==> config.mk <==
export PLATFORM = sky130hd
export DESIGN_NAME = crank_meter
export DESIGN_NICKNAME = d
export VERILOG_FILES = /design/src/rtl/crank_pkg.sv /design/src/rtl/seq_divider.sv /design/src/rtl/crank_meter.sv
export SDC_FILE = /design/constraint.sdc
export NUM_CORES = 1
export LEC_CHECK = 0
export ABC_AREA = 1
export BUFFER_PORTS_ARGS = -buffer_cell sky130_fd_sc_hd__buf_2
export CAP_MARGIN = 20
export CORE_MARGIN = 2
export CORE_UTILIZATION = 45
export CTS_BUF_LIST = sky130_fd_sc_hd__clkbuf_8
export DETAILED_ROUTE_END_ITERATION = 8
export PLACE_DENSITY = 0.62
export SLEW_MARGIN = 20
export SYNTH_ARGS = -nofsm -noshare
export SYNTH_HDL_FRONTEND = slang
export SYNTH_SLANG_ARGS = --single-unit
==> constraint.sdc <==
create_clock -name core_CLK -period 2.53 [get_ports core_CLK]
set_input_delay 0.253 -clock core_CLK [delete_from_list [all_inputs] [get_ports core_CLK]]
set_output_delay 0.253 -clock core_CLK [all_outputs]
set_load 0.01 [all_outputs]
==> src/rtl/crank_pkg.sv <==
// crank_pkg: shared types and constants for the crank sensor receive path.
//   state_e        FSM states of crank_meter
//   RPM_NUMERATOR  ms per minute, divided by the crank period in ms
//   PERIOD_W       width of the millisecond period timer
//   CADENCE_W/MAX  width and saturation value of the cadence output
//   sat_cadence()  clamps a divider quotient to the cadence range
package crank_pkg;

    typedef enum logic [1:0] {
        IDLE    = 2'd0,
        MEASURE = 2'd1,
        DIVIDE  = 2'd2
    } state_e;

    localparam int RPM_NUMERATOR = 60000;
    localparam int DIVIDEND_W    = 16;
    localparam int PERIOD_W      = 12;
    localparam int CADENCE_W     = 8;
    localparam int CADENCE_MAX   = 255;
    localparam int COUNT_W       = 16;

    function automatic logic [CADENCE_W-1:0] sat_cadence(input logic [DIVIDEND_W-1:0] q);
        if (q > DIVIDEND_W'(CADENCE_MAX)) begin
            return CADENCE_W'(CADENCE_MAX);
        end
        return q[CADENCE_W-1:0];
    endfunction

endpackage

==> src/rtl/seq_divider.sv <==
// seq_divider: restoring unsigned divider, one quotient bit per cycle.
//   core_CLK, core_Reset   clock, synchronous active-high reset
//   start                  load dividend/divisor (ignored while busy)
//   dividend, divisor      operands sampled on start
//   busy                   high for DIVIDEND_W cycles after start
//   done                   one-cycle pulse during the final step
//   quotient               result, valid while done is high
// A divisor of zero yields an all-ones quotient; callers avoid it.
module seq_divider #(
    parameter int DIVIDEND_W = 16,
    parameter int DIVISOR_W  = 12
) (
    input  logic                  core_CLK,
    input  logic                  core_Reset,
    input  logic                  start,
    input  logic [DIVIDEND_W-1:0] dividend,
    input  logic [DIVISOR_W-1:0]  divisor,
    output logic                  busy,
    output logic                  done,
    output logic [DIVIDEND_W-1:0] quotient
);

    localparam int CNT_W = $clog2(DIVIDEND_W + 1);

    logic [DIVIDEND_W-1:0] quo_q, quo_d;
    logic [DIVISOR_W-1:0]  rem_q, rem_d;
    logic [DIVISOR_W-1:0]  dvs_q, dvs_d;
    logic [CNT_W-1:0]      cnt_q, cnt_d;
    logic                  busy_q, busy_d;
    logic [DIVISOR_W:0]    shifted;
    logic [DIVISOR_W:0]    trial;

    // quo_q doubles as the dividend shift register: dividend bits leave at
    // the top while quotient bits enter at the bottom.
    always_comb begin
        quo_d   = quo_q;
        rem_d   = rem_q;
        dvs_d   = dvs_q;
        cnt_d   = cnt_q;
        busy_d  = busy_q;
        done    = 1'b0;
        shifted = {rem_q, quo_q[DIVIDEND_W-1]};
        trial   = shifted - {1'b0, dvs_q};
        if (busy_q) begin
            // remainder < divisor, so the shifted value is below 2*divisor and
            // the borrow bit alone tells whether the subtraction fits
            if (!trial[DIVISOR_W]) begin
                rem_d = trial[DIVISOR_W-1:0];
                quo_d = {quo_q[DIVIDEND_W-2:0], 1'b1};
            end else begin
                rem_d = shifted[DIVISOR_W-1:0];
                quo_d = {quo_q[DIVIDEND_W-2:0], 1'b0};
            end
            cnt_d = cnt_q - CNT_W'(1);
            if (cnt_q == CNT_W'(1)) begin
                done   = 1'b1;
                busy_d = 1'b0;
            end
        end else if (start) begin
            quo_d  = dividend;
            rem_d  = '0;
            dvs_d  = divisor;
            cnt_d  = CNT_W'(DIVIDEND_W);
            busy_d = 1'b1;
        end
    end

    assign quotient = quo_d;
    assign busy     = busy_q;

    always_ff @(posedge core_CLK) begin
        if (core_Reset) begin
            quo_q  <= '0;
            rem_q  <= '0;
            dvs_q  <= '0;
            cnt_q  <= '0;
            busy_q <= 1'b0;
        end else begin
            quo_q  <= quo_d;
            rem_q  <= rem_d;
            dvs_q  <= dvs_d;
            cnt_q  <= cnt_d;
            busy_q <= busy_d;
        end
    end

endmodule

==> src/rtl/crank_meter.sv <==
// crank_meter: crank sensor receiver. Synchronises and debounces nCrank,
// times falling-edge intervals in ms and converts them to RPM.
//   core_CLK       system clock (CLK_HZ)
//   core_Reset     synchronous reset, active-high
//   nCrank         asynchronous crank pulse, active-low, one per revolution
//   cadence        RPM, saturating at 255, holds between strobes
//   cadence_valid  one-cycle strobe on each cadence update
//   crank_count    revolutions since reset, wrapping
//   busy           divider in progress
// Build option: define CRANK_AVG_EN to divide by the average of the last
// four accepted periods instead of the latest one.
//
// state   | meaning
// --------+--------------------------------------------------------------
// IDLE    | no reference edge yet (after reset or timeout)
// MEASURE | timing the interval since the last edge
// DIVIDE  | converting a latched period to RPM; further edges only counted
module crank_meter
    import crank_pkg::*;
#(
    parameter int CLK_HZ          = 1000000,
    parameter int DEBOUNCE_CYCLES = 64,
    parameter int TIMEOUT_MS      = 3000
) (
    input  logic                 core_CLK,
    input  logic                 core_Reset,
    input  logic                 nCrank,
    output logic [CADENCE_W-1:0] cadence,
    output logic                 cadence_valid,
    output logic [COUNT_W-1:0]   crank_count,
    output logic                 busy
);

    localparam int PRESC_MAX = CLK_HZ / 1000 - 1;
    localparam int PRESC_W   = (PRESC_MAX > 0) ? $clog2(PRESC_MAX + 1) : 1;
    localparam int DEB_W     = $clog2(DEBOUNCE_CYCLES + 1);

    logic                 sync1_q, sync1_d;
    logic                 sync2_q, sync2_d;
    logic                 deb_q, deb_d;
    logic [DEB_W-1:0]     deb_cnt_q, deb_cnt_d;
    logic                 crank_edge_q, crank_edge_d;
    logic [PRESC_W-1:0]   presc_q, presc_d;
    logic [PERIOD_W-1:0]  period_q, period_d;
    logic [COUNT_W-1:0]   count_q, count_d;
    state_e               state_q, state_d;
    logic [CADENCE_W-1:0] cadence_q, cadence_d;
    logic                 valid_q, valid_d;

    logic                 ms_tick;
    logic                 timeout_evt;
    logic                 div_start;
    logic                 div_busy;
    logic                 div_done;
    logic [DIVIDEND_W-1:0] div_quotient;
    logic [PERIOD_W-1:0]  divisor;

    // Input conditioning: the level flips only after DEBOUNCE_CYCLES
    // consecutive disagreeing samples; crank_edge is registered so all
    // downstream logic sees a clean single-cycle pulse.
    always_comb begin
        sync1_d   = nCrank;
        sync2_d   = sync1_q;
        deb_d     = deb_q;
        deb_cnt_d = '0;
        if (sync2_q != deb_q) begin
            if (deb_cnt_q == DEB_W'(DEBOUNCE_CYCLES - 1)) begin
                deb_d = sync2_q;
            end else begin
                deb_cnt_d = deb_cnt_q + DEB_W'(1);
            end
        end
        crank_edge_d = deb_q & ~deb_d;
    end

    // Timebase and revolution counter; an edge restarts the period.
    assign ms_tick = (presc_q == PRESC_W'(PRESC_MAX));

    always_comb begin
        presc_d  = presc_q;
        period_d = period_q;
        count_d  = count_q;
        if (crank_edge_q) begin
            presc_d  = '0;
            period_d = '0;
            count_d  = count_q + COUNT_W'(1);
        end else begin
            presc_d = ms_tick ? '0 : presc_q + PRESC_W'(1);
            if (ms_tick && (period_q != '1)) begin
                period_d = period_q + PERIOD_W'(1);
            end
        end
    end

    // The tick that would carry period_ms to TIMEOUT_MS fires the timeout;
    // a coincident edge takes priority.
    assign timeout_evt = (state_q == MEASURE) && !crank_edge_q && ms_tick &&
                         (period_q == PERIOD_W'(TIMEOUT_MS - 1));

    always_comb begin
        state_d   = state_q;
        cadence_d = cadence_q;
        valid_d   = 1'b0;
        div_start = 1'b0;
        case (state_q)
            IDLE: begin
                if (crank_edge_q) begin
                    state_d = MEASURE;
                end
            end
            MEASURE: begin
                if (crank_edge_q) begin
                    if (period_q == '0) begin
                        cadence_d = CADENCE_W'(CADENCE_MAX);
                        valid_d   = 1'b1;
                    end else begin
                        div_start = 1'b1;
                        state_d   = DIVIDE;
                    end
                end else if (timeout_evt) begin
                    cadence_d = '0;
                    valid_d   = 1'b1;
                    state_d   = IDLE;
                end
            end
            DIVIDE: begin
                if (div_done) begin
                    cadence_d = sat_cadence(div_quotient);
                    valid_d   = 1'b1;
                    state_d   = MEASURE;
                end
            end
            default: state_d = IDLE;
        endcase
    end

`ifdef CRANK_AVG_EN
    // hist_q holds the three previously accepted periods; together with the
    // period being accepted now they form the four-entry window.
    logic [PERIOD_W-1:0]   hist_q [3];
    logic [PERIOD_W-1:0]   hist_d [3];
    logic [1:0]            hist_cnt_q, hist_cnt_d;
    logic [PERIOD_W:0]     sum2;
    logic [PERIOD_W+1:0]   sum4;

    always_comb begin
        sum2 = {1'b0, period_q} + {1'b0, hist_q[0]};
        sum4 = {2'b00, period_q} + {2'b00, hist_q[0]} +
               {2'b00, hist_q[1]} + {2'b00, hist_q[2]};
        // with three periods available, the oldest is dropped so the average
        // stays a shift rather than a divide by three
        case (hist_cnt_q)
            2'd0:       divisor = period_q;
            2'd1, 2'd2: divisor = sum2[PERIOD_W:1];
            default:    divisor = sum4[PERIOD_W+1:2];
        endcase
        hist_d     = hist_q;
        hist_cnt_d = hist_cnt_q;
        if (timeout_evt) begin
            hist_d     = '{default: '0};
            hist_cnt_d = '0;
        end else if (div_start) begin
            hist_d[2] = hist_q[1];
            hist_d[1] = hist_q[0];
            hist_d[0] = period_q;
            if (hist_cnt_q != 2'd3) begin
                hist_cnt_d = hist_cnt_q + 2'd1;
            end
        end
    end

    always_ff @(posedge core_CLK) begin
        if (core_Reset) begin
            hist_q     <= '{default: '0};
            hist_cnt_q <= '0;
        end else begin
            hist_q     <= hist_d;
            hist_cnt_q <= hist_cnt_d;
        end
    end
`else
    assign divisor = period_q;
`endif

    seq_divider #(
        .DIVIDEND_W (DIVIDEND_W),
        .DIVISOR_W  (PERIOD_W)
    ) u_div (
        .core_CLK   (core_CLK),
        .core_Reset (core_Reset),
        .start      (div_start),
        .dividend   (DIVIDEND_W'(RPM_NUMERATOR)),
        .divisor    (divisor),
        .busy       (div_busy),
        .done       (div_done),
        .quotient   (div_quotient)
    );

    always_ff @(posedge core_CLK) begin
        if (core_Reset) begin
            sync1_q      <= 1'b1;
            sync2_q      <= 1'b1;
            deb_q        <= 1'b1;
            deb_cnt_q    <= '0;
            crank_edge_q <= 1'b0;
            presc_q      <= '0;
            period_q     <= '0;
            count_q      <= '0;
            state_q      <= IDLE;
            cadence_q    <= '0;
            valid_q      <= 1'b0;
        end else begin
            sync1_q      <= sync1_d;
            sync2_q      <= sync2_d;
            deb_q        <= deb_d;
            deb_cnt_q    <= deb_cnt_d;
            crank_edge_q <= crank_edge_d;
            presc_q      <= presc_d;
            period_q     <= period_d;
            count_q      <= count_d;
            state_q      <= state_d;
            cadence_q    <= cadence_d;
            valid_q      <= valid_d;
        end
    end

    assign cadence       = cadence_q;
    assign cadence_valid = valid_q;
    assign crank_count   = count_q;
    assign busy          = div_busy;

endmodule

==> flow_metrics.py <==
metrics = {
    "cts": {
        "htreeDepth": 3,
        "cts_tree": "built",
        "cts_root_buf": "clkbuf_8",
        "ctsHoldBuffers": 0,
        "clk_path_buf_depth": 2,
        "clk_pin_slew_ns": 0.10,
        "postCtsSetupBuffers": 0,
        "clk_latency_ns": 0.38,
        "numCtsBuffers": 9,
        "post_cts_resized": 0,
        "clkSinkCount": 106,
    },
    "floorplanning": {
        "core_um2": 11500,
        "row_count": 39,
        "die_height_um": 113,
        "start_util_pct": 46.6,
        "ioPinCount": 29,
        "die_area_um2": 12800,
        "die_w_um": 113,
    },
    "worst_setup_path": {
        "critPathTopFamily": "simple AND/OR/NAND/NOR gates",
        "worst_r2r_path_depth": 13,
        "cp_cell_sequence": "inv_1 -> ha_1 -> fa_1 -> nand3b_1 -> nand2_2 -> nand3_1 -> nand3_1 -> nand2_1 -> nand2_2 -> buf_4 -> nand2_1 -> o211ai_1 -> a21oi_1",
        "worstPathArrival_ns": 2.51,
        "critPathKind": "register to register",
        "cp.required_ns": 2.78,
        "path_buf_inv": 2,
        "setup.worst_path.start_class": "register",
        "rr_startpoint": "u_div.quo_q[15]",
        "crit_fanout": 8,
        "slowest_stage": "fa_1",
        "cp_slowest_stage_delay_ns": 0.41,
        "cp-end-kind": "register",
        "r2r_slack_ns": 0.27,
        "rr_endpoint": "u_div.rem_q[1]",
    },
    "global_route": {
        "grt_overflow": 0,
        "grt_usage_pct": 18.7,
        "grt_max_degree": 39,
        "grt_pass1_wl_um": 19600,
        "grt_pass1_vias": 4378,
        "antenna_found_initial": 0,
    },
    "sta": {
        "fin_crit_ns": 2.26,
        "final.setup.tns_ns": 0,
        "finalHoldViolations": 0,
        "timing.fmax_ghz": 0.442,
        "setup-violations-final": 0,
        "worstMarginPinSlew_ns": 0.689,
        "fin_skew_ns": 0.0113,
        "rsz0062_at_grt": "no",
        "min_period_over_period_pct": 89.3,
        "finalMaxSlewViolations": 0,
        "maxSlewHeadroom_pct": 53.8,
    },
    "yosys": {
        "synth.area.top_cells": "dfxtp_1 (40%), nand2_1 (11%), inv_1 (7.1%), a21oi_1 (6.2%), ha_1 (5.4%)",
        "synth_area_um2": 5370,
        "synthCells": 735,
        "ys.flop_type": "dfxtp_1",
        "async_flop_share_pct": 0,
        "yosysSeqAreaShare_pct": 39.5,
        "synth_top_area_share_pct": 39.5,
        "syn_nets": 762,
        "syn_area_per_cell_um2": 7.30,
        "ys_seq_elements": 106,
        "synth_top_area_cell": "dfxtp_1",
        "synth_cell_types": 46,
        "synth_edf_count": 0,
        "yosysWarnings": 0,
    },
    "final_layout": {
        "stdcell_area_um2": 5870,
        "diodes": 0,
        "final_common_cell": "nand2_1",
        "area_growth_pct": 9.30,
        "final_cell_mix": "nand2_1 (151), dfxtp_1 (106), inv_1 (101)",
        "fin_util_pct": 50.9,
        "drive_above_1_share_pct": 13.8,
        "layout.nets": 789,
    },
    "drt": {
        "totalWireLength_um": 11100,
        "vias_per_cell": 5.02,
        "via_count": 4569,
        "drc": 1,
        "firstDrtPassIters": 6,
        "wl_per_cell_um": 12.3,
        "drtIter0Drc": 197,
        "ant_nets": 0,
    },
    "power_and_ir_drop": {
        "p_leak_nw": 2.64,
        "total_power_mw": 3.02,
        "peakVddDrop_mv": 0.584,
        "power_density_nw_per_um2": 516,
    },
    "worst_hold_path": {
        "hold_path.class": "input port to register",
        "hold_path_depth": 2,
        "min_from": "nCrank",
        "hold_end": "sync1_q",
    },
    "placement": {
        "io_buffers": 28,
        "gp_congestion": 0.871,
        "dpl.hpwl_um": 8280,
        "dpl_cell_area_um2": 5630,
    },
    "run_status": {
        "status": "finished, violations left",
        "violations": "design-rule violations",
    },
    "flow_run": {
        "maxCapViolations": 0,
    },
}
-- how the worst max path moves through the flow --
stage,endpoint,depth (start not counted),from
after floorplan,u_div.rem_q[11],13,u_div.quo_q[15]
after global placement,u_div.rem_q[8],13,u_div.quo_q[15]
after detailed placement,u_div.rem_q[7],13,u_div.quo_q[15]
after CTS,u_div.rem_q[6],13,u_div.quo_q[15]
after global routing,u_div.rem_q[8],13,u_div.quo_q[15]
final,u_div.rem_q[1],13,u_div.quo_q[15]
-- Yosys cell counts (all sizes together), types with 5 or more instances --
cell / count
o21ai: 35
xor2: 9
clkbuf: 11
nor3: 24
buf: 10
xnor2: 6
inv: 111
dfxtp: 106
nand3: 41
a21oi: 67
ha: 23
or2: 10
nor2: 66
o22ai: 5
nand4: 9
o211ai: 10
nand2: 166
-- flip-flops by register name, indices dropped and copies added, names as in the netlist, 2 cells and up --
signal       cells
deb_cnt_q        7
u_div.quo_q     16
crank_count     16
presc_q         10
cadence          8
state_q          2
u_div.dvs_q     12
u_div.cnt_q      5
divisor         12
u_div.rem_q     12
-- where the power goes --
group	leakage, nW	internal (mW)	total (mW)	switching (mW)
Combinational	1.68	0.0515	0.146	0.0948
Sequential	0.856	1.69	1.71	0.0137
Clock	0.112	0.568	1.17	0.605
Total	2.64	2.31	3.02	0.713
-- cell type report --
type / count / area (um2)
fillers: 1166 / 5650
multi-input cells: 497 / 2710
flip-flops and latches: 106 / 2120
inverters: 111 / 417
repair buffers: 37 / 211
well taps: 143 / 179
clock buffers: 9 / 124
clock inverters: 7 / 101
-- cells by family (layout without fill, tap and decap cells) --
family | count (synthesis) | after routing | synth area share (%)
buffers and inverters | 132 | 164 | 10.0
AOI/OAI and AO/OA | 130 | 130 | 13.5
adders and majority gates | 24 | 24 | 5.73
DFF | 106 | 106 | 39.5
xor gates and xnor gates | 15 | 15 | 2.45
and+or+nand+nor | 328 | 328 | 28.8
-- per-stage QoR --
step / hold slack, ns / instances / worst slack, ns
floorplan: 0.357 / 735 / 0.428
finish: 0.0486 / 910 / 0.270
global placement: 0.417 / 894 / 0.289
CTS: 0.0267 / 910 / 0.196
global route: 0.0315 / 910 / 0.0144
detailed placement: 0.412 / 894 / 0.226
-- routing by layer --
metal,wire (um),vias up,GRT usage [%]
li1,-,2425,-
met1,5290,2074,22.9
met2,5340,62,32.7
met3,393,8,4.87
met4,121,0,4.72
met5,0,-,0
Note: power is estimated with default switching activity, not from simulation.
